===== src/rtl/xgmii_pkg.sv =====
// Shared XGMII definitions: link fault encoding, idle and fault ordered-set
// constants, and the column classification type.
package xgmii_pkg;

  // Reported link state
  typedef enum logic [1:0] {
    LINK_OK     = 2'd0,
    LINK_LOCAL  = 2'd1,
    LINK_REMOTE = 2'd2
  } link_fault_t;

  // Classification of one 32-bit XGMII column
  typedef enum logic [1:0] {
    SEQ_NONE   = 2'd0,
    SEQ_LOCAL  = 2'd1,
    SEQ_REMOTE = 2'd2
  } seq_type_t;

  localparam logic [63:0] XGMII_IDLE_DATA    = 64'h0707070707070707;
  localparam logic [7:0]  XGMII_IDLE_CTRL    = 8'hFF;
  localparam logic [7:0]  XGMII_SEQ_CHAR     = 8'h9C;
  localparam logic [7:0]  XGMII_LF_CODE      = 8'h01;
  localparam logic [7:0]  XGMII_RF_CODE      = 8'h02;
  localparam logic [63:0] XGMII_RF_WORD_DATA = 64'h0200009C_0200009C;
  localparam logic [7:0]  XGMII_RF_WORD_CTRL = 8'h11;

  // Fault state that a qualified run of the given sequence type declares
  function automatic link_fault_t seq_to_fault(input seq_type_t s);
    case (s)
      SEQ_LOCAL:  return LINK_LOCAL;
      SEQ_REMOTE: return LINK_REMOTE;
      default:    return LINK_OK;
    endcase
  endfunction

endpackage


===== src/rtl/xgmii_seq_column_decode.sv =====
// Combinational classifier for one XGMII column: reports whether the four
// lanes form a local or remote fault sequence ordered set.
module xgmii_seq_column_decode
  import xgmii_pkg::*;
(
  input  logic [31:0] column_data,
  input  logic [3:0]  column_ctrl,
  output seq_type_t   seq_type
);

  logic is_seq_frame;

  assign is_seq_frame = (column_ctrl == 4'b0001) &&
                        (column_data[7:0] == XGMII_SEQ_CHAR) &&
                        (column_data[23:8] == 16'h0000);

  // Only the two fault codes in lane 3 qualify; any other sequence code is an ordinary column
  always_comb begin
    seq_type = SEQ_NONE;
    if (is_seq_frame) begin
      if (column_data[31:24] == XGMII_LF_CODE) begin
        seq_type = SEQ_LOCAL;
      end else if (column_data[31:24] == XGMII_RF_CODE) begin
        seq_type = SEQ_REMOTE;
      end
    end
  end

endmodule


===== src/rtl/xgmii_link_fault_monitor.sv =====
// Reconciliation-sublayer link fault monitor on a 64-bit XGMII.
// Qualifies fault sequences on RX, blanks RX toward the core while faulted,
// and overrides TX toward the PHY (local -> remote fault, remote -> idle).
// Optional fault-entry counters are built when XGMII_LINK_FAULT_STATS_EN is defined.
module xgmii_link_fault_monitor
  import xgmii_pkg::*;
#(
  parameter int SEQ_THRESHOLD = 4,
  parameter int COL_WINDOW    = 128
) (
  input  logic        i_clock,
  input  logic        i_reset,
  input  logic [63:0] i_phy_rx_data,
  input  logic [7:0]  i_phy_rx_control,
  output logic [63:0] o_core_rx_data,
  output logic [7:0]  o_core_rx_control,
  input  logic [63:0] i_core_tx_data,
  input  logic [7:0]  i_core_tx_control,
  output logic [63:0] o_phy_tx_data,
  output logic [7:0]  o_phy_tx_control,
  output link_fault_t o_link_fault,
  output logic        o_link_up,
  output logic [15:0] o_local_fault_count,
  output logic [15:0] o_remote_fault_count
);

  localparam int SEQ_W = $clog2(SEQ_THRESHOLD + 1);
  localparam int COL_W = $clog2(COL_WINDOW + 1);
  localparam logic [SEQ_W-1:0] SEQ_MAX = SEQ_W'(SEQ_THRESHOLD);
  localparam logic [COL_W-1:0] COL_MAX = COL_W'(COL_WINDOW);

  seq_type_t        col_type_a;
  seq_type_t        col_type_b;
  seq_type_t        last_seq;
  seq_type_t        last_seq_next;
  logic [SEQ_W-1:0] seq_cnt;
  logic [SEQ_W-1:0] seq_cnt_next;
  logic [COL_W-1:0] col_cnt;
  logic [COL_W-1:0] col_cnt_next;
  link_fault_t      fault;
  link_fault_t      fault_next;
  logic             tx_hold;
  logic             tx_in_idle;

  xgmii_seq_column_decode u_decode_a (
    .column_data (i_phy_rx_data[31:0]),
    .column_ctrl (i_phy_rx_control[3:0]),
    .seq_type    (col_type_a)
  );

  xgmii_seq_column_decode u_decode_b (
    .column_data (i_phy_rx_data[63:32]),
    .column_ctrl (i_phy_rx_control[7:4]),
    .seq_type    (col_type_b)
  );

  assign tx_in_idle   = (i_core_tx_data == XGMII_IDLE_DATA) &&
                        (i_core_tx_control == XGMII_IDLE_CTRL);
  assign o_link_fault = fault;
  assign o_link_up    = (fault == LINK_OK);

  // Walk column A then column B so that B is judged against A's updated state
  always_comb begin
    seq_type_t cur;
    last_seq_next = last_seq;
    seq_cnt_next  = seq_cnt;
    col_cnt_next  = col_cnt;
    fault_next    = fault;
    cur           = SEQ_NONE;
    for (int c = 0; c < 2; c++) begin
      cur = (c == 0) ? col_type_a : col_type_b;
      if (cur != SEQ_NONE) begin
        col_cnt_next = '0;
        if (cur == last_seq_next) begin
          if (seq_cnt_next != SEQ_MAX) begin
            seq_cnt_next = seq_cnt_next + SEQ_W'(1);
          end
        end else begin
          last_seq_next = cur;
          seq_cnt_next  = SEQ_W'(1);
        end
        if (seq_cnt_next == SEQ_MAX) begin
          fault_next = seq_to_fault(cur);
        end
      end else begin
        if (col_cnt_next != COL_MAX) begin
          col_cnt_next = col_cnt_next + COL_W'(1);
        end
        if (col_cnt_next == COL_MAX) begin
          fault_next    = LINK_OK;
          seq_cnt_next  = '0;
          last_seq_next = SEQ_NONE;
        end
      end
    end
  end

  // Register fault tracking state and the RX word, blanked when the post-word state is faulted
  always_ff @(posedge i_clock) begin
    if (i_reset) begin
      last_seq          <= SEQ_NONE;
      seq_cnt           <= '0;
      col_cnt           <= '0;
      fault             <= LINK_OK;
      o_core_rx_data    <= XGMII_IDLE_DATA;
      o_core_rx_control <= XGMII_IDLE_CTRL;
    end else begin
      last_seq <= last_seq_next;
      seq_cnt  <= seq_cnt_next;
      col_cnt  <= col_cnt_next;
      fault    <= fault_next;
      if (fault_next != LINK_OK) begin
        o_core_rx_data    <= XGMII_IDLE_DATA;
        o_core_rx_control <= XGMII_IDLE_CTRL;
      end else begin
        o_core_rx_data    <= i_phy_rx_data;
        o_core_rx_control <= i_phy_rx_control;
      end
    end
  end

  // TX override from the current fault state; after an override, hold idle until the core itself sends idle
  always_ff @(posedge i_clock) begin
    if (i_reset) begin
      o_phy_tx_data    <= XGMII_IDLE_DATA;
      o_phy_tx_control <= XGMII_IDLE_CTRL;
      tx_hold          <= 1'b0;
    end else begin
      case (fault)
        LINK_LOCAL: begin
          o_phy_tx_data    <= XGMII_RF_WORD_DATA;
          o_phy_tx_control <= XGMII_RF_WORD_CTRL;
          tx_hold          <= 1'b1;
        end
        LINK_REMOTE: begin
          o_phy_tx_data    <= XGMII_IDLE_DATA;
          o_phy_tx_control <= XGMII_IDLE_CTRL;
          tx_hold          <= 1'b1;
        end
        default: begin
          if (tx_hold && !tx_in_idle) begin
            o_phy_tx_data    <= XGMII_IDLE_DATA;
            o_phy_tx_control <= XGMII_IDLE_CTRL;
          end else begin
            o_phy_tx_data    <= i_core_tx_data;
            o_phy_tx_control <= i_core_tx_control;
            tx_hold          <= 1'b0;
          end
        end
      endcase
    end
  end

`ifdef XGMII_LINK_FAULT_STATS_EN
  logic [15:0] local_count;
  logic [15:0] remote_count;

  // Count entries into each fault state, saturating rather than wrapping
  always_ff @(posedge i_clock) begin
    if (i_reset) begin
      local_count  <= '0;
      remote_count <= '0;
    end else begin
      if ((fault_next == LINK_LOCAL) && (fault != LINK_LOCAL) && (local_count != 16'hFFFF)) begin
        local_count <= local_count + 16'd1;
      end
      if ((fault_next == LINK_REMOTE) && (fault != LINK_REMOTE) && (remote_count != 16'hFFFF)) begin
        remote_count <= remote_count + 16'd1;
      end
    end
  end

  assign o_local_fault_count  = local_count;
  assign o_remote_fault_count = remote_count;
`else
  assign o_local_fault_count  = 16'h0000;
  assign o_remote_fault_count = 16'h0000;
`endif

endmodule

===== config.mk =====
export PLATFORM = sky130hd
export DESIGN_NAME = xgmii_link_fault_monitor
export DESIGN_NICKNAME = d
export VERILOG_FILES = /design/src/rtl/xgmii_pkg.sv /design/src/rtl/xgmii_seq_column_decode.sv /design/src/rtl/xgmii_link_fault_monitor.sv
export SDC_FILE = /design/constraint.sdc
export NUM_CORES = 1
export LEC_CHECK = 0
export ABC_AREA = 1
export CAP_MARGIN = 30
export CORE_ASPECT_RATIO = 1.5
export CORE_MARGIN = 2
export CORE_UTILIZATION = 41
export DETAILED_ROUTE_END_ITERATION = 10
export PLACE_DENSITY = 0.81
export RECOVER_POWER = 50
export SLEW_MARGIN = 20
export SYNTH_ARGS = -nofsm -noshare
export SYNTH_HDL_FRONTEND = slang
export SYNTH_SLANG_ARGS = --single-unit

===== constraint.sdc =====
create_clock -name i_clock -period 3.61 [get_ports i_clock]
set_input_delay 0.5415 -clock i_clock [delete_from_list [all_inputs] [get_ports i_clock]]
set_output_delay 0.5415 -clock i_clock [all_outputs]
set_load 0.01 [all_outputs]

# == Word-level counts from Yosys, hierarchy flattened ==
# Index checks and enable logic that the tools add are counted.
# word_totals
reg_bits,160
latch_bits,0
ramBits,0
rom_bits,0
n_memories,0
# op_classes
addsub,4
multipliers,0
div,0
order_cmp,0
eq_ne,27
n_shift,0
mux,41
bitwise_logic,0
reduce_logical,16
# ops
operator,count
case mux 64 bit (2 select lines),1
"== test 64 x 59 -> 1 bit, second input constant",1
two-way mux 64 bit,1
two-way mux 8 bit,6
"== test 8 bit, second input constant",5
two-way mux 2 bit,18
zero test 16 bit,2
two-way mux 3 bit,10
"adder 8 x 1 -> 8 bit, second input constant",2
"== test 8 x 1 -> 1 bit, second input constant",2
"== test 8 x 2 -> 1 bit, second input constant",2
"!= test 8 bit, second input constant",2
case mux 8 bit (2 select lines),1
"== test 4 x 1 -> 1 bit, second input constant",2
case mux 2 bit (2 select lines),2
"adder 3 x 1 -> 3 bit, second input constant",2
"== test 2 x 1 -> 1 bit, second input constant",3
"== test 2 bit, second input constant",3
"== test 3 bit, second input constant",2
logical AND 1 bit,6
"!= test 3 bit, second input constant",2
nonzero test 2 bit,3
OR reduction 2 bit,3
== test 2 bit,2
4 further kinds,5

# == Depth between registers and ports, before layout ==
# Gate-level depths: netlist of run 1.
# depth
word_depth,18
ltp_mapped,26

# == Modules after synthesis ==
# Synthesis of run 1 repeated with hierarchy kept, for this count alone.
# unflattened
cells_unflattened,861
area_unflattened_um2,6483.7
# modules_own_cells
mod,instances,cells_per_inst,area_per_inst_um2,seq_area_each_um2
xgmii_link_fault_monitor,1,757,6075.8,3203.1
xgmii_seq_column_decode,2,52,203.9,0.0

# == Worst setup path before layout of run 1 ==
# Ideal clock, no wire load.
# synth_path
path_kind,input to register
startpoint,in i_phy_rx_control[2]
endpoint,reg o_core_rx_data[11]
t_arrival_ns,2.853
t_required_ns,3.489
slack_ns,0.637
path_stages,18
path_buffers,1
path_cell_list,inv_1 > nand2_1 > nor2_1 > nand3_1 > nor2_1 > nand3_1 > nand2_1 > nand3_1 > o21ai_0 > inv_1 > ha_1 > nor2_1 > nand3_1 > nand2_1 > nand3_2 > nand3_4 > buf_2 > nor3_2
# synth_via
elab_chain_cells,17
# synth_lines
element,line,rtl
"start, declared",xgmii_link_fault_monitor.sv:14,"input logic [7:0] i_phy_rx_control,"
== test 4 x 1 -> 1 bit (*),xgmii_seq_column_decode.sv:13,assign is_seq_frame = (column_ctrl == 4'b0001) &&
logical AND 1 bit (*),xgmii_seq_column_decode.sv:13,
logical AND 1 bit (*),xgmii_seq_column_decode.sv:14,(column_data[7:0] == XGMII_SEQ_CHAR) &&
two-way mux 2 bit (*),xgmii_seq_column_decode.sv:20,if (is_seq_frame) begin
== test 2 bit,xgmii_link_fault_monitor.sv:74,if (cur == last_seq_next) begin
two-way mux 3 bit,xgmii_link_fault_monitor.sv:74,
two-way mux 3 bit (2 in series),xgmii_link_fault_monitor.sv:72,if (cur != SEQ_NONE) begin
adder 3 x 1 -> 3 bit or != test 3 bit (tied branches),"xgmii_link_fault_monitor.sv:76, xgmii_link_fault_monitor.sv:75",
two-way mux 3 bit,xgmii_link_fault_monitor.sv:75,if (seq_cnt_next != SEQ_MAX) begin
two-way mux 3 bit,xgmii_link_fault_monitor.sv:74,
two-way mux 3 bit,xgmii_link_fault_monitor.sv:72,
== test 3 bit,xgmii_link_fault_monitor.sv:82,if (seq_cnt_next == SEQ_MAX) begin
two-way mux 2 bit,xgmii_link_fault_monitor.sv:82,
two-way mux 2 bit (*),xgmii_link_fault_monitor.sv:72,
nonzero test 2 bit (*),xgmii_link_fault_monitor.sv:112,if (fault_next != LINK_OK) begin
OR reduction 2 bit (no source line) (*),n/a,
"end signal, assigned",xgmii_link_fault_monitor.sv:116,o_core_rx_data <= i_phy_rx_data;
"end, declared",xgmii_link_fault_monitor.sv:15,"output logic [63:0] o_core_rx_data,"
# Mark *: on every way between the ends. The rest lies on a longest branch, timed or not. The select of a mux whose other input is x is not followed.
# A chain may end at the register's enable or synchronous reset.

# == Worst setup path after layout of run 1 ==
# layout_path
startpoint,in i_phy_rx_data[31]
endpoint,reg o_core_rx_data[24]
# layout_via
elab_chain_cells,17
# layout_lines
element,line,rtl
"start, declared",xgmii_link_fault_monitor.sv:13,"input logic [63:0] i_phy_rx_data,"
== test 8 x 2 -> 1 bit,xgmii_seq_column_decode.sv:23,end else if (column_data[31:24] == XGMII_RF_CODE) begin
two-way mux 2 bit,xgmii_seq_column_decode.sv:23,
two-way mux 2 bit (*),xgmii_seq_column_decode.sv:21,if (column_data[31:24] == XGMII_LF_CODE) begin
two-way mux 2 bit (*),xgmii_seq_column_decode.sv:20,
== test 2 bit,xgmii_link_fault_monitor.sv:74,
two-way mux 3 bit,xgmii_link_fault_monitor.sv:74,
two-way mux 3 bit (2 in series),xgmii_link_fault_monitor.sv:72,
adder 3 x 1 -> 3 bit or != test 3 bit (tied branches),"xgmii_link_fault_monitor.sv:76, xgmii_link_fault_monitor.sv:75",
two-way mux 3 bit,xgmii_link_fault_monitor.sv:75,
two-way mux 3 bit,xgmii_link_fault_monitor.sv:74,
two-way mux 3 bit,xgmii_link_fault_monitor.sv:72,
== test 3 bit,xgmii_link_fault_monitor.sv:82,
two-way mux 2 bit,xgmii_link_fault_monitor.sv:82,
two-way mux 2 bit (*),xgmii_link_fault_monitor.sv:72,
nonzero test 2 bit (*),xgmii_link_fault_monitor.sv:112,
OR reduction 2 bit (no source line) (*),n/a,
# Marked as above.

==> metrics.cfg, run 1 <==
[die]
die_x_um=108.7
rows=57
die-area_sq_um=17500
die_h_um=161.0
initial_core_util_pct=41.82
core_sq_um=16120
pin_count=325

[clocking]
cts_sinks=160
clock_latency_ns=0.42
h-tree-depth=4
cts_buffer_depth=2
cts_tree=built
cts_made_buffers=17
cts.clk_slew.worst_paths_ns=0.07
clockRootBuffer=clkbuf_16

[finish]
areaGrowthSynthToFinish_pct=57.82
nFillCells=1325
finalNonFillerCells=1394
n_antenna_cell=0
multiInputGateArea_sq_um=2693
layout-drive-gt1-share_pct=13.30
fin_nets=1330
utilization_pct=66.00
regArea_sq_um=3203

[route]
drt-total-wl_um=23030
dr.pass1.iters=7
drt-wirelength-per-cell_um=16.52
postRouteAntennaNets=0
vias=6705
drc=0
drtIter0Drc=345
vias_per_cell=4.810

[place]
port_buffers=292
place.gp.congestion=0.8925
post-dp-hpwl_um=18220
post-place-cells=1361

[synth]
syn_avg_cell_area_sq_um=7.930
synth_warnings=0
synth_seq_cells=160
synth_area_sq_um=6740
ys_seq_area_share_pct=47.52
yosysUniqueCellTypes=32
netlist_instances=850

[worst_setup_path]
crit_type=in2reg
critPathCaptureType=flip-flop
cp.arrival_ns=3.76
r2r_cells=25
worst_r2r_endpoint=o_core_rx_data[24]$_SDFF_PP1_
r2r_slack_ns=0.30
worstPathMaxFanout=16
start_kind=primary input
r2r_start=col_cnt[0]$_SDFF_PP0_
crit_required_ns=3.91

[worst_hold_path]
min-delay-start=tx_hold$_SDFFE_PP0P_
min_to=tx_hold$_SDFFE_PP0P_
min_path_type=reg2reg
hold_path_depth=4

[pwr]
power_leakage_uw=0.004874
p_seq_share_pct=44.1
irDropWorstVdd_mv=0.2154
sw_frac_of_total_pct=26.56
p_switching_uw=1130
pwr-share-comb_pct=14.1
clock_power_share_pct=41.7
power-per-cell-area_nw_per_um2=400.0
intPower_uw=3125

[global_routing]
grt_pass1_vias=6604
grt_max_degree=27
antenna_found_initial=0
grt_pass1_wl_um=34110
track_usage_pct=25.91
grt_overflow=0

[sta]
fin_setup_tns_ns=0
holdWs_ns=0.5849
layout_min_cycle_time_ns=3.459
maxSlewViolCount=0
relSlewSlack_pct=28.85
worst_slew_pin_slew_ns=1.067
worst_clock_skew_ns=0.01300
hold_viol_final=0
max_freq_mhz=289.1
post-route-period-util_pct=95.82
setup-violations-final=0

[run]
drv_cap=0

[run_status]
status=complete, no violations

[what timing repair did]
| action | in CTS | in global routing |
|---|---|---|
| hold buffers | 0 | 0 |
| setup buffers | 0 | 1 |
| setup endpoints to repair | 0 | 72 |
| gates resized for setup | 0 | 8 |
[cells by family (layout without fill, tap and decap cells)]
group	after synthesis	count (layout)	synth area share (%)
xor gates and xnor gates	3	3	0.3899
AOI/OAI and AO/OA	55	55	4.177
buffers and inverters	218	525	14.57
and+or+nand+nor	404	404	31.61
DFF	160	160	47.52
adders and majority gates	9	9	1.671
other	1	32	0.05564
[worst max-delay path by stage]
stage / from / end / slack (ns) / cells past startpoint
floorplan: i_phy_rx_control[2] / o_core_rx_data[11]$_SDFF_PP0_ / 0.64 / 18
global placement: i_phy_rx_data[21] / o_core_rx_data[26]$_SDFF_PP1_ / -0.18 / 20
detailed placement: i_phy_rx_data[21] / o_core_rx_data[24]$_SDFF_PP1_ / -0.26 / 24
CTS: i_phy_rx_data[31] / o_core_rx_data[24]$_SDFF_PP1_ / 0.17 / 22
global route: i_phy_rx_data[31] / o_core_rx_data[24]$_SDFF_PP1_ / -0.09 / 22
finish: i_phy_rx_data[31] / o_core_rx_data[24]$_SDFF_PP1_ / 0.15 / 17
[sequential cells by signal, indices dropped and copies added (netlist names)]
| signal | count |
|---|---|
| o_phy_tx_control | 8 |
| seq_cnt | 3 |
| tx_hold | 1 |
| o_phy_tx_data | 64 |
| col_cnt | 8 |
| o_core_rx_data | 64 |
| last_seq | 2 |
| o_core_rx_control | 8 |
| o_link_fault | 2 |
[stage by stage]
stage / power, uW / area, sq um / worst slack (ns)
floorplan: 2157 / 6857 / 0.6365
global placement: 2539 / 10020 / -0.1765
detailed placement: 2549 / 10020 / -0.2555
CTS: 4322 / 10620 / 0.1711
global route: 4406 / 10640 / -0.08735
finish: 4255 / 10640 / 0.1509
[cells in the mapped netlist]
cell type,number,share of area [%]
nand2_2,17,1.6
buf_2,5,0.37
nand3_2,3,0.45
or2_2,7,0.65
nand3_4,1,0.26
nor2_8,2,0.59
a21oi_1,13,0.97
ha_1,9,1.7
nand3_1,43,3.2
nor3_2,41,6.1
o21ai_0,37,2.7
nand2_4,1,0.17
o21ai_1,3,0.22
nand4_1,36,3.3
buf_6,3,0.50
and3_1,1,0.093
xor2_1,3,0.39
buf_4,36,4.0
dfxtp_1,160,48
clkbuf_1,11,0.61
nor2_4,5,0.84
nor2_2,2,0.19
nor2_1,89,5.0
nand2_1,137,7.6
conb_1,1,0.056
o2111ai_1,1,0.13
nor4_1,8,0.74
inv_2,3,0.17
nor3b_1,1,0.11
nor3_1,10,0.74
o31ai_1,1,0.11
inv_1,160,8.9
[placed cells by master (no fill, tap or decap), types with 10 or more instances in the layout]
cell type        count
inv_1              160
dfxtp_1            160
dlygate4sd3_1      148
clkdlybuf4s50_1    144
nand2_1            135
nor2_1              84
nand3_1             43
nor3_2              41
nand4_1             36
o21ai_0             36
conb_1              32
buf_4               30
nand2_2             19
clkbuf_16           17
a21oi_1             12
nor3_1              10
[power by group through the flow]
stage | clock (uW) | combinational (uW) | sequential [uW]
floorplan | 0 | 190 | 1970
global placement | 0 | 617 | 1920
detailed placement | 0 | 625 | 1920
CTS | 1810 | 630 | 1880
global route | 1880 | 642 | 1890
finish | 1780 | 600 | 1880
[critical path, stage by stage]
cell	delay (ns)
clkdlybuf4s50_1	0.46
inv_1	0.07
nand4_1	0.21
nor3_2	0.08
buf_4	0.16
o21ai_1	0.32
clkbuf_1	0.34
nand3_1	0.21
nor3_1	0.31
nand3_1	0.18
o21ai_1	0.12
inv_1	0.07
nand3_1	0.13
nand3_4	0.16
nor2_8	0.15
buf_12	0.16
nand2_1	0.08
[metal layers]
layer	vias to the layer above	routed length (um)	track usage, %	part of all wire [%]
li1	3233	-	-	-
met1	3055	7938	26.02	34
met2	336	11740	46.31	51
met3	81	1928	6.538	8.4
met4	0	1413	16.90	6.1
met5	-	0	0	0
[layout make-up]
| class | instances | area share, % |
|---|---|---|
| tap | 206 | 2.423 |
| multi-input combinational | 503 | 25.31 |
| clock buffer | 18 | 4.128 |
| timing repair buffer | 330 | 30.79 |
| clock inverter | 14 | 1.482 |
| sequential | 160 | 30.11 |
| inverter | 163 | 5.752 |
No activity file was read; power rests on OpenSTA's default activity.
==> run 2: changes to the inputs <==
--- a/config.mk
+++ b/config.mk
@@ -11,7 +11,7 @@
 export CORE_MARGIN = 2
 export CORE_UTILIZATION = 41
 export DETAILED_ROUTE_END_ITERATION = 10
-export PLACE_DENSITY = 0.81
+export PLACE_DENSITY_LB_ADDON = 0.25
 export RECOVER_POWER = 50
 export SLEW_MARGIN = 20
 export SYNTH_ARGS = -nofsm -noshare
==> run 2 against run 1 <==
  * Total power up 0.97%
  * Setup slack better by 0.12 ns
  * Final cell count up 1.4%
  * Cell area up 2.1%
  * Flip-flop and latch count unchanged
  * Clock skew up 0.0028 ns
  * Global-route usage down 0.90 points
  * Routed wire length down 4.5%
  * Hold slack worse by 0.053 ns
  * Register-to-register slack better by 0.08 ns
  * Die area unchanged
  * Clock-buffer cell count down 1
  * Largest cell class unchanged
==> metrics.cfg, run 2 (synthesized netlist as in run 1, its figures left out) <==
[finish]
areaGrowthSynthToFinish_pct=61.11  ; was 57.82%
n_antenna_cell=0  ; unchanged
nFillCells=1361  ; was 1325
fin_nets=1351  ; was 1330
largestRegisters=o_core_rx_data x64, o_phy_tx_data x64  ; unchanged
regArea_sq_um=3203  ; unchanged
layout-drive-gt1-share_pct=15.15  ; was 13.30%
utilization_pct=67.37  ; was 66.00%
mostFrequentLayoutCells=dfxtp_1 (160), inv_1 (157), dlygate4sd3_1 (148), clkdlybuf4s50_1 (143), nand2_1 (134)  ; was inv_1 (160), dfxtp_1 (160), dlygate4sd3_1 (148), clkdlybuf4s50_1 (144), nand2_1 (135)
multiInputGateArea_sq_um=2719  ; was 2693 sq um
mostFrequentLayoutCell=dfxtp_1
finalInstanceArea_sq_um=10860  ; was 10640 sq um

[global_routing]
antenna_found_initial=0  ; unchanged
grt_pass1_vias=6479  ; was 6604
grt_overflow=0  ; unchanged
grt_pass1_wl_um=33290  ; was 34110 um
grt_max_degree=27  ; unchanged
track_usage_pct=25.02  ; was 25.91%

[sta]
maxSlewViolCount=0  ; unchanged
layout_setup_ws_ns=0.2754  ; was 0.1509 ns
setup-violations-final=0  ; unchanged
post-route-period-util_pct=92.37  ; was 95.82%
relSlewSlack_pct=34.20  ; was 28.85%
layout_min_cycle_time_ns=3.335  ; was 3.459 ns
holdWs_ns=0.5321  ; was 0.5849 ns
hold_viol_final=0  ; unchanged
worst_clock_skew_ns=0.01582  ; was 0.01300 ns
fin_setup_tns_ns=0  ; unchanged
max_freq_mhz=299.9  ; was 289.1 MHz
worst_slew_pin_slew_ns=0.9870  ; was 1.067 ns

[worst_setup_path]
worst_r2r_endpoint=o_core_rx_control[1]$_SDFF_PP1_  ; was o_core_rx_data[24]$_SDFF_PP1_
critPathCaptureType=flip-flop  ; unchanged
cpMostUsedCell=nand3_1  ; unchanged
cp_top_family=simple AND/OR/NAND/NOR gates  ; unchanged
path_buf_inv=6  ; unchanged
r2r_start=col_cnt[0]$_SDFF_PP0_  ; unchanged
cp.depth=23  ; was 17
r2r_cells=25  ; unchanged
critPathSlowestCell=clkdlybuf4s50_1  ; unchanged
crit_required_ns=3.92  ; was 3.91 ns
path_cells=clkdlybuf4s50_1 > inv_2 > nand4_1 > nor3_2 > buf_4 > nand3_1 > nand2_2 > nand3_1 > o21ai_1 > buf_4 > inv_1 > ha_1 > nor2_1 > nand3_1 > nand2_2 > nor2_4 > nand3_1 > nand2_1 > nand3_2 > nand3_4 > nor2_8 > clkbuf_16 > nand2_1  ; was clkdlybuf4s50_1 > inv_1 > nand4_1 > nor3_2 > buf_4 > o21ai_1 > clkbuf_1 > nand3_1 > nor3_1 > nand3_1 > o21ai_1 > inv_1 > nand3_1 > nand3_4 > nor2_8 > buf_12 > nand2_1
cp-startpoint=i_phy_rx_data[31]  ; unchanged
worstPathMaxFanout=8  ; was 16
cp.arrival_ns=3.65  ; was 3.76 ns
slowest_delay_ns=0.48  ; was 0.46 ns
crit_type=in2reg  ; unchanged
endpoint=o_core_rx_control[1]$_SDFF_PP1_  ; was o_core_rx_data[24]$_SDFF_PP1_
start_kind=primary input  ; unchanged
r2r_slack_ns=0.38  ; was 0.30 ns

[worst_hold_path]
min-delay-start=i_phy_rx_data[29]  ; was tx_hold$_SDFFE_PP0P_
min_path_type=in2reg  ; was reg2reg

[run]
drv_cap=0  ; unchanged

[route]
drtIter0Drc=265  ; was 345
vias_per_cell=4.654  ; was 4.810
dr.pass1.iters=6  ; was 7
drt-total-wl_um=22000  ; was 23030 um
drt-wirelength-per-cell_um=15.56  ; was 16.52 um
vias=6581  ; was 6705
drc=0  ; unchanged
postRouteAntennaNets=0  ; unchanged

[die]
core_sq_um=16120  ; unchanged
initial_core_util_pct=41.82  ; unchanged
die-area_sq_um=17500  ; unchanged
die_x_um=108.7  ; unchanged
rows=57  ; unchanged
die_h_um=161.0  ; unchanged
pin_count=325  ; unchanged

[place]
port_buffers=292  ; unchanged
post-dp-hpwl_um=17950  ; was 18220 um
post-place-ws_ns=-0.2225  ; was -0.2555 ns
place.gp.congestion=0.9608  ; was 0.8925
dpl_cell_area_sq_um=10140  ; was 10020 sq um

[pwr]
clock_power_share_pct=42.1  ; was 41.7%
p_switching_uw=1066  ; was 1130 uW
sw_frac_of_total_pct=24.82  ; was 26.56%
power-per-cell-area_nw_per_um2=395.7  ; was 400.0 nW/um^2
power_leakage_uw=0.004993  ; was 0.004874 uW
pwr-share-comb_pct=14.1  ; about the same
intPower_uw=3230  ; was 3125 uW
irDropWorstVdd_mv=0.2628  ; was 0.2154 mV
p_seq_share_pct=43.7  ; was 44.1%

[clocking]
h-tree-depth=4  ; unchanged
cts_hold_buf=0  ; unchanged
cts_sinks=160  ; unchanged
cts.clk_slew.worst_paths_ns=0.06  ; was 0.07 ns
clockRootBuffer=clkbuf_16  ; unchanged
clock_latency_ns=0.42  ; about the same
cts_made_buffers=17  ; unchanged
cts_tree=built  ; unchanged
cts_buffer_depth=2  ; unchanged

[run_status]
status=complete, no violations  ; unchanged

[run 2: changes by cell type in the layout (fill, tap and decap cells not counted), moves of 3 or more]
cell / previous run / this run
buf_4: 30 / 50
clkinv_8: 4 / 0
clkinvlp_4: 0 / 3
inv_1: 160 / 157
inv_2: 3 / 6
nor2_2: 7 / 3
nor2_4: 5 / 8
[run 2: layout make-up]
type                            instances  area share (%)
Clock buffer                           17           3.917
Clock inverter                         14           1.544
Inverter                              163           5.634
Multi-Input combinational cell        503           25.04
Sequential cell                       160           29.50
Tap cell                              206           2.374
Timing Repair Buffer                  351           32.00
[run 2: worst min path at each step]
stage | cells after the start | slack, ns | end
floorplan | 4 | 0.62 | tx_hold$_SDFFE_PP0P_
global placement | 4 | 0.56 | tx_hold$_SDFFE_PP0P_
detailed placement | 4 | 0.58 | tx_hold$_SDFFE_PP0P_
CTS | 4 | 0.60 | tx_hold$_SDFFE_PP0P_
global route | 4 | 0.53 | o_core_rx_data[29]$_SDFF_PP0_
finish | 4 | 0.53 | o_core_rx_data[29]$_SDFF_PP0_
[run 2: tightest hold or removal path, cell delays in order]
cell            delay, ns
dlymetal6s2s_1       0.16
inv_2                0.07
buf_4                0.10
nor3_2               0.03
[run 2: power by group through the flow]
stage / logic [uW] / clock network [uW] / registers, uW
after floorplan: 190 / 0 / 1970
after global placement: 623 / 0 / 1920
after detailed placement: 629 / 0 / 1920
after CTS: 632 / 1840 / 1880
after global routing: 655 / 1910 / 1890
final: 607 / 1810 / 1880
[run 2: layer usage]
metal,global-route usage [%],up-vias,routed length (um)
met5,0,-,0
met4,10.26,0,714
li1,-,3270,-
met1,24.05,3019,7452
met3,6.497,42,1637
met2,48.72,250,12190
[run 2: through the flow]
step	std cells	power (uW)
after global placement	1377	2545
final	1414	4297
after detailed placement	1377	2552
after CTS	1408	4355
after floorplan	881	2157
after global routing	1414	4456
[run 2: timing repair]
item | 4_1_cts | 5_1_grt
setup buffers | 0 | 4
resized for setup | 0 | 17
endpoints found under the setup margin | 0 | 72
endpoints found under the hold margin | 0 | 0
